===== config.mk =====
export PLATFORM = sky130hd
export DESIGN_NAME = toggle_activity_monitor
export DESIGN_NICKNAME = d
export VERILOG_FILES = /design/src/rtl/toggle_activity_monitor.sv
export SDC_FILE = /design/constraint.sdc
export NUM_CORES = 1
export LEC_CHECK = 0
export BUFFER_PORTS_ARGS = -buffer_cell sky130_fd_sc_hd__buf_2
export CAP_MARGIN = 5
export CORE_MARGIN = 4
export CORE_UTILIZATION = 35
export CTS_BUF_LIST = sky130_fd_sc_hd__clkbuf_2
export DETAILED_ROUTE_END_ITERATION = 8
export SYNTH_ARGS = -nofsm -noshare
export SYNTH_HDL_FRONTEND = slang
export SYNTH_SLANG_ARGS = --single-unit

===== constraint.sdc =====
create_clock -name clk -period 3.11 [get_ports clk]
set_clock_uncertainty 0.15 [all_clocks]
set_input_delay 0.1555 -clock clk [delete_from_list [all_inputs] [get_ports clk]]
set_output_delay 0.1555 -clock clk [all_outputs]
set_load 0.005 [all_outputs]

===== src/rtl/toggle_activity_monitor.sv =====
// Counts transitions and 1-samples of one observed bit over a programmable
// window of accepted samples, then holds the totals until the consumer takes them.
module toggle_activity_monitor #(
    parameter int CNT_W = 16
) (
    input  logic             clk,
    input  logic             rst_n,
    input  logic             start,
    input  logic [CNT_W-1:0] win_len,
    input  logic             in_valid,
    output logic             in_ready,
    input  logic             in_bit,
    output logic             res_valid,
    input  logic             res_ready,
    output logic [CNT_W-1:0] res_toggles,
    output logic [CNT_W-1:0] res_ones,
    output logic             busy
);

    typedef enum logic [1:0] {
        ST_IDLE   = 2'd0,
        ST_COUNT  = 2'd1,
        ST_REPORT = 2'd2
    } state_t;

    state_t           r_state;
    logic [CNT_W-1:0] r_win_len;
    logic [CNT_W-1:0] r_samples;
    logic [CNT_W-1:0] r_toggles;
    logic [CNT_W-1:0] r_ones;
    logic             r_prev;
    logic             r_prev_valid;
    logic [CNT_W-1:0] r_res_toggles;
    logic [CNT_W-1:0] r_res_ones;

    logic             w_accept;
    logic             w_toggle;
    logic             w_last;
    logic [CNT_W-1:0] w_samples_next;
    logic [CNT_W-1:0] w_toggles_next;
    logic [CNT_W-1:0] w_ones_next;

    // Samples never exceed win_len, so none of these sums can wrap.
    assign w_accept       = in_valid && (r_state == ST_COUNT);
    assign w_toggle       = r_prev_valid && (in_bit != r_prev);
    assign w_samples_next = r_samples + {{(CNT_W-1){1'b0}}, 1'b1};
    assign w_toggles_next = r_toggles + {{(CNT_W-1){1'b0}}, w_toggle};
    assign w_ones_next    = r_ones + {{(CNT_W-1){1'b0}}, in_bit};
    assign w_last         = (w_samples_next == r_win_len);

    // NOTE: every state register uses <= so all updates see pre-edge values.
    always_ff @(posedge clk) begin
        if (!rst_n) begin
            r_state       <= ST_IDLE;
            r_win_len     <= '0;
            r_samples     <= '0;
            r_toggles     <= '0;
            r_ones        <= '0;
            r_prev        <= 1'b0;
            r_prev_valid  <= 1'b0;
            r_res_toggles <= '0;
            r_res_ones    <= '0;
        end else begin
            case (r_state)
                ST_IDLE: begin
                    if (start && (win_len != '0)) begin
                        r_win_len    <= win_len;
                        r_samples    <= '0;
                        r_toggles    <= '0;
                        r_ones       <= '0;
                        r_prev       <= 1'b0;
                        r_prev_valid <= 1'b0;
                        r_state      <= ST_COUNT;
                    end
                end
                ST_COUNT: begin
                    if (w_accept) begin
                        r_samples    <= w_samples_next;
                        r_toggles    <= w_toggles_next;
                        r_ones       <= w_ones_next;
                        r_prev       <= in_bit;
                        r_prev_valid <= 1'b1;
                        if (w_last) begin
                            r_res_toggles <= w_toggles_next;
                            r_res_ones    <= w_ones_next;
                            r_state       <= ST_REPORT;
                        end
                    end
                end
                ST_REPORT: begin
                    if (res_ready) begin
                        r_state <= ST_IDLE;
                    end
                end
                default: r_state <= ST_IDLE;
            endcase
        end
    end

    assign in_ready    = (r_state == ST_COUNT);
    assign res_valid   = (r_state == ST_REPORT);
    assign busy        = (r_state != ST_IDLE);
    assign res_toggles = r_res_toggles;
    assign res_ones    = r_res_ones;

endmodule


# == Word-level counts from Yosys, hierarchy flattened ==
# Index checks and enable logic that the tools add are counted.
# Widths: inputs -> output; s select.
# totals
regBits,100
input_bits,22
output_inout_bits,35
wordCells,48
# op_classes
add_sub_neg,3
eq_ne,8
n_mux,17
reduce_logical,11
# op_table
operator,n
$pmux 16 s2,3
$mux 16,4
$add 16x1->16,2
$add 16x1->16 const B,1
$eq 16x16->1,1
$reduce_bool 16->1,1
$mux 2,4
$ne 2x1->1 const B,3
$pmux 2 s3,1
$reduce_and 3->1,2
$pmux 1 s2,2
$reduce_and 4->1,1
$reduce_bool 2->1,2
$logic_and 1x1->1,3
$mux 1,3
$eq 2x1->1 const B,1
$eq 2x2->1 const B,1
$logic_not 2->1,1
$ne 2x2->1 const B,1
$reduce_and 2->1,1
$ne 1x1->1,1

# == Longest topological paths before layout ==
# Gate-level depths: netlist (run 1).
# logic_depth
word_depth,5
ltp_mapped,11
ltp_nobuf,11

# == Worst setup path before layout (run 1) ==
# No wires, ideal clock.
# synth_path
kind,flip-flop to flip-flop
start,reg r_samples[0]
end,"reg r_res_ones[10], in the netlist res_ones[10]"
setup_time_ps,120
t_arrival_ps,2370
required_time_ps,2840
slack_ps,470
path_stages_with_launch,10
n_path_buf,1
cell_sequence,dfxtp_1 > ha_1 > nand3_1 > or4_4 > xnor2_2 > o211ai_1 > nor4_4 > nand2_4 > buf_6 > mux2i_1
# synth_between
elab_chain_len,3
# synth_lines
item,line,text
"start, declared",28,logic [CNT_W-1:0] r_samples;
"start signal, assigned",78,r_samples <= w_samples_next;
$add 16x1->16,46,"assign w_samples_next = r_samples + {{(CNT_W-1){1'b0}}, 1'b1};"
$eq 16x16->1,49,assign w_last = (w_samples_next == r_win_len);
$reduce_and 3->1 (no line),n/a,
"end signal, assigned",85,r_res_ones <= w_ones_next;
"end, declared",34,logic [CNT_W-1:0] r_res_ones;
# No other way between the ends.
# A chain may end at the register's enable or synchronous reset.

# == Worst setup path in the final report (run 1) ==
# layout_path
start,reg r_samples[0]
end,"reg r_res_toggles[8], in the netlist res_toggles[8]"
# layout_between
elab_chain_len,3
# layout_lines
item,line,text
$add 16x1->16,46,
$eq 16x16->1,49,
$reduce_and 3->1 (no line),n/a,
"end signal, assigned",84,r_res_toggles <= w_toggles_next;
"end, declared",33,logic [CNT_W-1:0] r_res_toggles;
# No other way between the ends.

==> results.cfg, run 1 <==
[run_status]
status = finished, final reports clean

[clock_network]
root_buffer = clkbuf_2
clock_sinks = 100
clk_latency_ps = 620
clk_pin_slew_ps = 250
htreeDepth = 3
numCtsBuffers = 9
clockBufferDepth = 2
cts_tree = yes

[setup_path]
cp_max_fo = 33
worst_path_largest_cell_delay_ps = 560
cpMaxStageDelayCell = or4_4
crit_type = flop to flop
cp-end-kind = flop
worstPathCellList = ha_1 > nand3_2 > or4_4 > xnor2_2 > o211ai_1 > nor4_4 > nand2_4 > buf_12 > mux2i_1
cp-start-kind = flop
cp.arrival_ps = 3200
required_ps = 3490

[yosys]
syn_area_per_cell_um2 = 7.91
synth_flop_cell = dfxtp_1
syn_inst = 667
synth_fp_nets = 694
yosysTopAreaCell = dfxtp_1
synth_edf_count = 0
synth_top_area_share_pct = 37.9
synth_area_um2 = 5280
yosys.cell_types.count = 39
synth-seq-area-share_pct = 37.9
synth_warnings = 0
synth.area.top_cells = dfxtp_1 38%, nand2_1 11%, mux2i_1 6.3%
async_flop_share_pct = 0
synth_seq_cells = 100

[placed_design]
place.gp.congestion = 0.854
dpl.hpwl_um = 8370
place_ws_ps = 149
port-buffer-count = 56
dp.cells = 876

[die]
fp.coreArea_um2 = 14600
die_w_um = 131
dieArea_um2 = 17100
initial_utilization_pct = 36.0
rows = 44
io_pins = 57
die_h_um = 131

[route]
dr.pass1.iters = 4
wl_per_cell_um = 13.5
routed-via-count = 4743
drt_iter0_markers = 342
drc = 0
routed_wl_um = 12700
vias_per_cell = 5.05
drtAntennaViolNets = 0

[pwr]
p_leak_nw = 2.66
pwr-share-clk_pct = 25.9
p_switching_mw = 0.619
swShare_pct = 28.6
internal_power_mw = 1.55
seq_power_share_pct = 60.9
finalPower_mw = 2.16
combPwrFrac_pct = 13.2
powerDensity_nw_per_um2 = 344
vdd_drop_max_v = 0.000243

[timing]
drv_slew = 0
finalHoldViolations = 0
rsz0062_at_grt = false
fmax_ghz = 0.354
fin_ws_ps = 286
worst_pin_slew_ps = 823
setup_viol = 0
period_needed_ps = 2820
timing.final.crit_share_pct = 90.8
setup_tns_ps = 0
relSlewSlack_pct = 45.1

[finish]
final_common_cell = nand2_1
multiInputGateArea_um2 = 3090
synthToLayoutAreaGrowth_pct = 19.2
drive_above_1_share_pct = 12.2
seq_area_um2 = 2000
final_cell_mix = 148 x nand2_1, 100 x dfxtp_1, 55 x buf_2, 47 x dlygate4sd3_1, 36 x o21ai_0
fillers = 1468
layout.nets = 777
antenna_cells = 0
fin_cells = 939

[grt]
grt_pass1_wl_um = 21100
antenna_found_initial = 0
grt.total_usage_pct = 15.2
first_global_vias = 4449
grt_max_degree = 90
grt-ovfl-total = 0

[hold_path]
worstHoldPathType = input port to flop

[job]
drv_cap = 0
==> logic make-up (layout without fill, tap and decap cells) <==
logic type                 Yosys count  after routing  share of synthesized area, %
muxes                               33             33                          6.26
AOI/OAI and AO/OA                  119            119                          13.8
xor gates and xnor gates            51             51                          8.61
and+or+nand+nor                    313            313                          28.5
adders and majority gates            5              5                          1.19
DFF                                100            100                          37.9
buffers and inverters               46            134                          3.70
==> synth_stat cells (5+ instances only) <==
cell type	number
a21boi_0	32
a21o_1	5
a21oi_1	30
a22oi_1	5
and2_1	7
and3_1	11
clkbuf_1	39
dfxtp_1	100
ha_1	5
mux2i_1	33
nand2_1	149
nand3_1	27
nand4_1	8
nor2_1	27
nor2b_1	31
nor3_1	23
nor4_1	9
o21ai_0	36
or3_1	8
xnor2_1	32
xor2_1	18
==> registers in the layout, summed over array words and instances (netlist names) <==
register,count
res_toggles,16
r_prev_valid,1
r_prev,1
r_win_len,16
r_ones,16
r_toggles,16
r_state,2
res_ones,16
r_samples,16
==> routing by layer <==
metal / track usage (%) / vias up / part of all wire [%]
met5: 0 / - / 0
met4: 3.45 / 0 / 1.1
met3: 3.98 / 13 / 4.4
met2: 26.3 / 91 / 48
met1: 19.0 / 2197 / 46
li1: - / 2442 / -
==> layout make-up <==
cell class                      count  share of cell area, %
Clock buffer                       11                  0.875
Clock inverter                      5                  0.557
Inverter                            4                  0.239
Multi-Input combinational cell    521                   49.2
Sequential cell                   100                   31.8
Tap cell                          184                   3.66
Timing Repair Buffer              114                   13.7
==> path summary, 6_finish.rpt <==
path / slack (ps) / start / endpoint / cells past startpoint
max: 290 / r_samples[0] / res_toggles[8] / 9
min: 180 / res_ready / r_state[1] / 4
max reg2reg: 290 / r_samples[0] / res_toggles[8] / 9
min reg2reg: 320 / res_toggles[6] / res_toggles[6] / 2
==> through the flow <==
step                hold slack [ps]  cell area, um^2  util, %
finish                          181             6290     43.0
global route                    143             6290     43.0
detailed placement              287             5720     39.1
floorplan                       128             5280        -
global placement                280             5720     39.1
CTS                             117             6280     42.9
==> power groups by stage <==
| stage | clock [mW] | sequential (mW) | combinational (mW) |
|---|---|---|---|
| after floorplan | 0 | 1.34 | 0.162 |
| after global placement | 0 | 1.34 | 0.234 |
| after detailed placement | 0 | 1.34 | 0.238 |
| after CTS | 0.607 | 1.32 | 0.286 |
| after global routing | 0.647 | 1.32 | 0.318 |
| final | 0.561 | 1.32 | 0.286 |
==> critical path, delay by kind of cell, from the launching register on <==
family                   cells  cell delay (ps)
AND/OR/NAND/NOR              4             1150
XOR/XNOR                     1              130
buffers and inverters        1              200
multiplexers                 1              140
adder cells (fa/ha/maj)      1              320
flip-flops                   1              510
AO/OA/AOI/OAI                1              140
==> what timing repair did <==
item | CTS | global route
resized for setup | 0 | 2
endpoints found under the hold margin | 74 | 0
buffers inserted | 0 | 0
hold buffers | 47 | 0
setup endpoints to repair | 0 | 33
Power figures use the tool's default switching activity.
==> run 2, diff against run 1 <==
==> constraint.sdc (replaced) <==
create_clock -name clk -period 3.6 [get_ports clk]
set_clock_uncertainty 0.15 [all_clocks]
set_input_delay 0.18 -clock clk [delete_from_list [all_inputs] [get_ports clk]]
set_output_delay 0.18 -clock clk [all_outputs]
set_load 0.005 [all_outputs]
==> run 2 against run 1 <==
Effect of this change:
- first-iteration DRC count is 1.2% higher
- cell area is 1.9% lower
- die area stayed put
- non-clock buffer count is 13 lower
- worst hold slack better by 28 ps
- setup slack better by 80 ps
- global-route usage is 0.30 points lower
- critical path depth is 1 lower
- maximum frequency is 13% lower
- wire length is 1.6% lower
- power is 9.6% lower
- critical path type unchanged
- largest cell class unchanged
==> results.cfg, run 2 (synthesis gave the netlist of run 1 again) <==
[run_status]
status = finished, final reports clean

[setup_path]
cp-end-kind = flop
crit_type = flop to flop
worstPathCellList = ha_1 > nand3_1 > or4_4 > xnor2_2 > o211ai_1 > nor4_4 > nand2_4 > mux2i_1
cpMaxStageDelayCell = or4_4
cp-start-kind = flop
cp.arrival_ps = 3630
worst_path_largest_cell_delay_ps = 610
cp_max_fo = 33
r2r_cells = 8
crit_buf_inv = 0
cpLargestDelayFamily = simple AND/OR/NAND/NOR gates
worstSetupPathDepth = 8
required_ps = 4000

[finish]
antenna_cells = 0
synthToLayoutAreaGrowth_pct = 17.0
fin_util_pct = 42.2
final_cell_mix = 148 x nand2_1, 100 x dfxtp_1, 55 x buf_2, 38 x dlygate4sd3_1, 36 x o21ai_0
layout.nets = 764
drive_above_1_share_pct = 11.9
final_common_cell = nand2_1

[die]
die_w_um = 131
die_h_um = 131
dieArea_um2 = 17100
initial_utilization_pct = 36.0
io_pins = 57
rows = 44
fp.coreArea_um2 = 14600

[route]
routed_wl_um = 12500
dr.pass1.iters = 4
drt_iter0_markers = 346
drtAntennaViolNets = 0
wl_per_cell_um = 13.5
routed-via-count = 4719
vias_per_cell = 5.10
drc = 0

[timing]
holdWs_ps = 210
rsz0062_at_grt = false
relSlewSlack_pct = 34.9
timing.final.crit_share_pct = 89.8
period_needed_ps = 3230
setup_viol = 0
fmax_ghz = 0.309
drv_slew = 0
worst_pin_slew_ps = 977
setup_tns_ps = 0
finalHoldViolations = 0

[clock_network]
cts_tree = yes
clk_latency_ps = 630
htreeDepth = 3
root_buffer = clkbuf_2
post_cts_buffers = 0
clk_pin_slew_ps = 270
numCtsBuffers = 9
clockBufferDepth = 2
clock_sinks = 100

[grt]
grt.total_usage_pct = 14.9
first_global_vias = 4550
antenna_found_initial = 0
grt_max_degree = 110
grt_pass1_wl_um = 20700
grt-ovfl-total = 0

[placed_design]
dpl.hpwl_um = 8200
place.gp.congestion = 0.824
port-buffer-count = 56

[pwr]
p_leak_nw = 2.62
powerDensity_nw_per_um2 = 317
vdd_drop_max_v = 0.000181

[job]
drv_cap = 0

[hold_path]
hold_path_depth = 4
worstHoldPathType = input port to flop
-- run 2: changes by cell type in the layout (fill, tap and decap cells not counted), moves of 2 or more --
cell / before / now
dlygate4sd3_1: 47 / 38
buf_4: 10 / 8
buf_12: 2 / 0
clkbuf_2: 11 / 9
-- run 2: final cells by class --
cell class              instances  area, um^2
inverters                       4        15.0
well taps                     184         230
fillers                      1478        8470
clock inverters                 7        80.1
multi-input cells             521        3090
repair buffers                101         716
flip-flops and latches        100        2000
clock buffers                   9        45.0
-- run 2: worst register-to-register path: cells and delay by family, from the launching register on --
family / cells / cell delay [ps]
and+or+nand+nor: 4 / 1620
DFF: 1 / 500
muxes: 1 / 330
adders and majority gates: 1 / 300
AOI/OAI and AO/OA: 1 / 150
xor gates and xnor gates: 1 / 140
-- run 2: layer usage --
layer	global-route usage (%)	wire length, um	vias up
met5	0	0	-
met4	4.72	201	0
met3	3.98	538	15
met2	25.0	5880	96
met1	18.7	5860	2192
li1	-	-	2416
-- run 2: final timing paths --
path / start / to / slack [ps]
setup / recovery: r_samples[0] / res_ones[15] / 370
hold / removal: res_ready / r_state[1] / 210
setup reg to reg: r_samples[0] / res_ones[15] / 370
hold reg to reg: res_ones[11] / res_ones[11] / 320
-- run 2: per-stage QoR --
stage	std cells	instance area, um^2	power [mW]	setup WS (ps)
2_1_floorplan	667	5280	1.29	960
3_3_place_gp	872	5670	1.36	563
3_5_place_dp	872	5670	1.36	411
4_1_cts	926	6170	1.99	363
5_1_grt	926	6170	2.06	59.8
6_report	926	6170	1.96	366
-- run 2: report_power, final --
part / total, mW / internal [mW] / switching (mW)
combinational: 0.235 / 0.0998 / 0.135
sequential: 1.14 / 1.13 / 0.0130
clock: 0.583 / 0.171 / 0.413
total: 1.96 / 1.40 / 0.561
-- run 2: repair_timing --
action                    in CTS  in global routing
gates resized for setup        0                  0
hold buffers                  38                  0
hold endpoints to repair      47                  0
==> run 3, diff against run 2 <==
--- a/config.mk
+++ b/config.mk
@@ -6,11 +6,15 @@
 export NUM_CORES = 1
 export LEC_CHECK = 0
 export BUFFER_PORTS_ARGS = -buffer_cell sky130_fd_sc_hd__buf_2
-export CAP_MARGIN = 5
+export CAP_MARGIN = 40
+export CELL_PAD_IN_SITES_DETAIL_PLACEMENT = 0
+export CELL_PAD_IN_SITES_GLOBAL_PLACEMENT = 1
 export CORE_MARGIN = 4
 export CORE_UTILIZATION = 35
 export CTS_BUF_LIST = sky130_fd_sc_hd__clkbuf_2
 export DETAILED_ROUTE_END_ITERATION = 8
+export PLACE_DENSITY_LB_ADDON = 0.1
+export SKIP_CTS_REPAIR_TIMING = 1
 export SYNTH_ARGS = -nofsm -noshare
 export SYNTH_HDL_FRONTEND = slang
 export SYNTH_SLANG_ARGS = --single-unit
==> run 3 against run 2 <==
Effect of this change:
- wire length is 4.9% higher
- cell area grew 0.16%
- die area is the same
- cell count increased by 0.32%
- via count down 1.7%
- critical endpoint is now res_toggles[14]
==> results.cfg, run 3 (synthesis gave the netlist of run 1 again) <==
[run_status]
status = finished, final reports clean

[timing]
fin_ws_ps = 371
relSlewSlack_pct = 57.2
timing.final.crit_share_pct = 89.7
setup_tns_ps = 0
setup_viol = 0
fmax_ghz = 0.310
worst_pin_slew_ps = 641
finalHoldViolations = 0
drv_slew = 0
rsz0062_at_grt = false
period_needed_ps = 3230

[grt]
grt_max_degree = 62
first_global_vias = 4303
antenna_found_initial = 0
grt-ovfl-total = 0
grt_pass1_wl_um = 21100
grt.total_usage_pct = 15.5

[clock_network]
clockBufferDepth = 2
numCtsBuffers = 9
clk_pin_slew_ps = 240
root_buffer = clkbuf_2
htreeDepth = 3
clk_latency_ps = 590
clock_sinks = 100
cts_tree = yes

[die]
die_h_um = 131
dieArea_um2 = 17100
io_pins = 57
die_w_um = 131
rows = 44
fp.coreArea_um2 = 14600
initial_utilization_pct = 36.0

[setup_path]
cpMaxStageDelayCell = or4_4
r2r_cells = 8
cp.arrival_ps = 3560
r2r-start = r_samples[0]
worst_path_largest_cell_delay_ps = 610
required_ps = 3930
cp-end-kind = flop
worstPathCellList = ha_1 > nand3_1 > or4_4 > xnor2_2 > o211ai_1 > nor4_4 > nand2_4 > mux2i_1
r2r-end = res_toggles[14]
cp_max_fo = 33
crit_type = flop to flop
rrSetupSlack_ps = 370
cpLargestDelayFamily = simple AND/OR/NAND/NOR gates
crit_buf_inv = 0
cp-start-kind = flop

[hold_path]
holdCritStartpoint = res_ready
min_to = r_state[1]
hold_path_depth = 4
worstHoldPathType = input port to flop

[finish]
seq_area_um2 = 2000
final_cell_mix = 148 x nand2_1, 100 x dfxtp_1, 55 x buf_2, 38 x dlygate4sd3_1, 36 x o21ai_0
final_common_cell = nand2_1
multiInputGateArea_um2 = 3090
fillers = 1539
final_area_um2 = 6180
synthToLayoutAreaGrowth_pct = 17.2
layout.nets = 767
antenna_cells = 0
drive_above_1_share_pct = 12.2

[route]
wl_per_cell_um = 14.1
drc = 0
routed-via-count = 4640
dr.pass1.iters = 4
drtAntennaViolNets = 0
drt_iter0_markers = 306
vias_per_cell = 4.99
routed_wl_um = 13100

[pwr]
powerDensity_nw_per_um2 = 312
p_leak_nw = 2.64
vdd_drop_max_v = 0.000192
finalPower_mw = 1.93

[job]
drv_cap = 0

[placed_design]
port-buffer-count = 56
dpl.hpwl_um = 8590
dpl_cell_area_um2 = 5700
place_ws_ps = 377
place.gp.congestion = 0.790
[run 3: cell types whose count changed in the layout (fill, tap and decap cells not counted)]
cell	previous run	this run
clkinvlp_4	1	0
clkinv_4	1	0
inv_8	1	0
clkbuf_2	9	14
buf_8	0	1
buf_4	8	10
inv_6	2	0
[run 3: metrics by stage]
step | utilization [%] | instances | hold WS (ps)
floorplan | - | 667 | 152
global placement | 38.8 | 874 | 291
detailed placement | 38.9 | 875 | 299
CTS | 39.6 | 891 | -393
global route | 42.2 | 929 | 271
finish | 42.2 | 929 | 281
[run 3: worst max-delay path by stage]
stage	start	endpoint	slack [ps]	depth (start not counted)
final	r_samples[0]	res_toggles[14]	370	8
after global routing	r_samples[0]	r_state[1]	100	8
after CTS	r_samples[0]	res_ones[12]	360	8
after detailed placement	r_samples[0]	res_toggles[7]	380	8
after global placement	r_samples[0]	res_toggles[3]	500	8
after floorplan	r_samples[0]	res_ones[10]	960	9
[run 3: per-layer routing]
layer	vias up	wire length (um)	global-route usage, %
met4	0	170	5.69
met1	2143	6270	20.7
met2	66	6230	25.4
li1	2419	-	-
met3	12	421	2.20
met5	-	0	0
[run 3: layout make-up]
type / instances / share of cell area [%]
tap: 184 / 3.72
clock buffer: 14 / 1.13
inverter: 4 / 0.243
timing repair buffer: 104 / 12.1
clock inverter: 2 / 0.567
sequential: 100 / 32.4
multi-input combinational: 521 / 49.9
[run 3: report_power, final]
group          internal [mW]  total (mW)  switching, mW
registers               1.13        1.14         0.0126
logic                  0.104       0.243          0.139
clock network          0.174       0.546          0.372
[run 3: worst reg2reg max path, delay by kind of cell, from the launching register on]
family,cells,cell delay [ps]
AND/OR/NAND/NOR,4,1610
flip-flops,1,500
adder cells (fa/ha/maj),1,330
multiplexers,1,280
AO/OA/AOI/OAI,1,150
XOR/XNOR,1,130
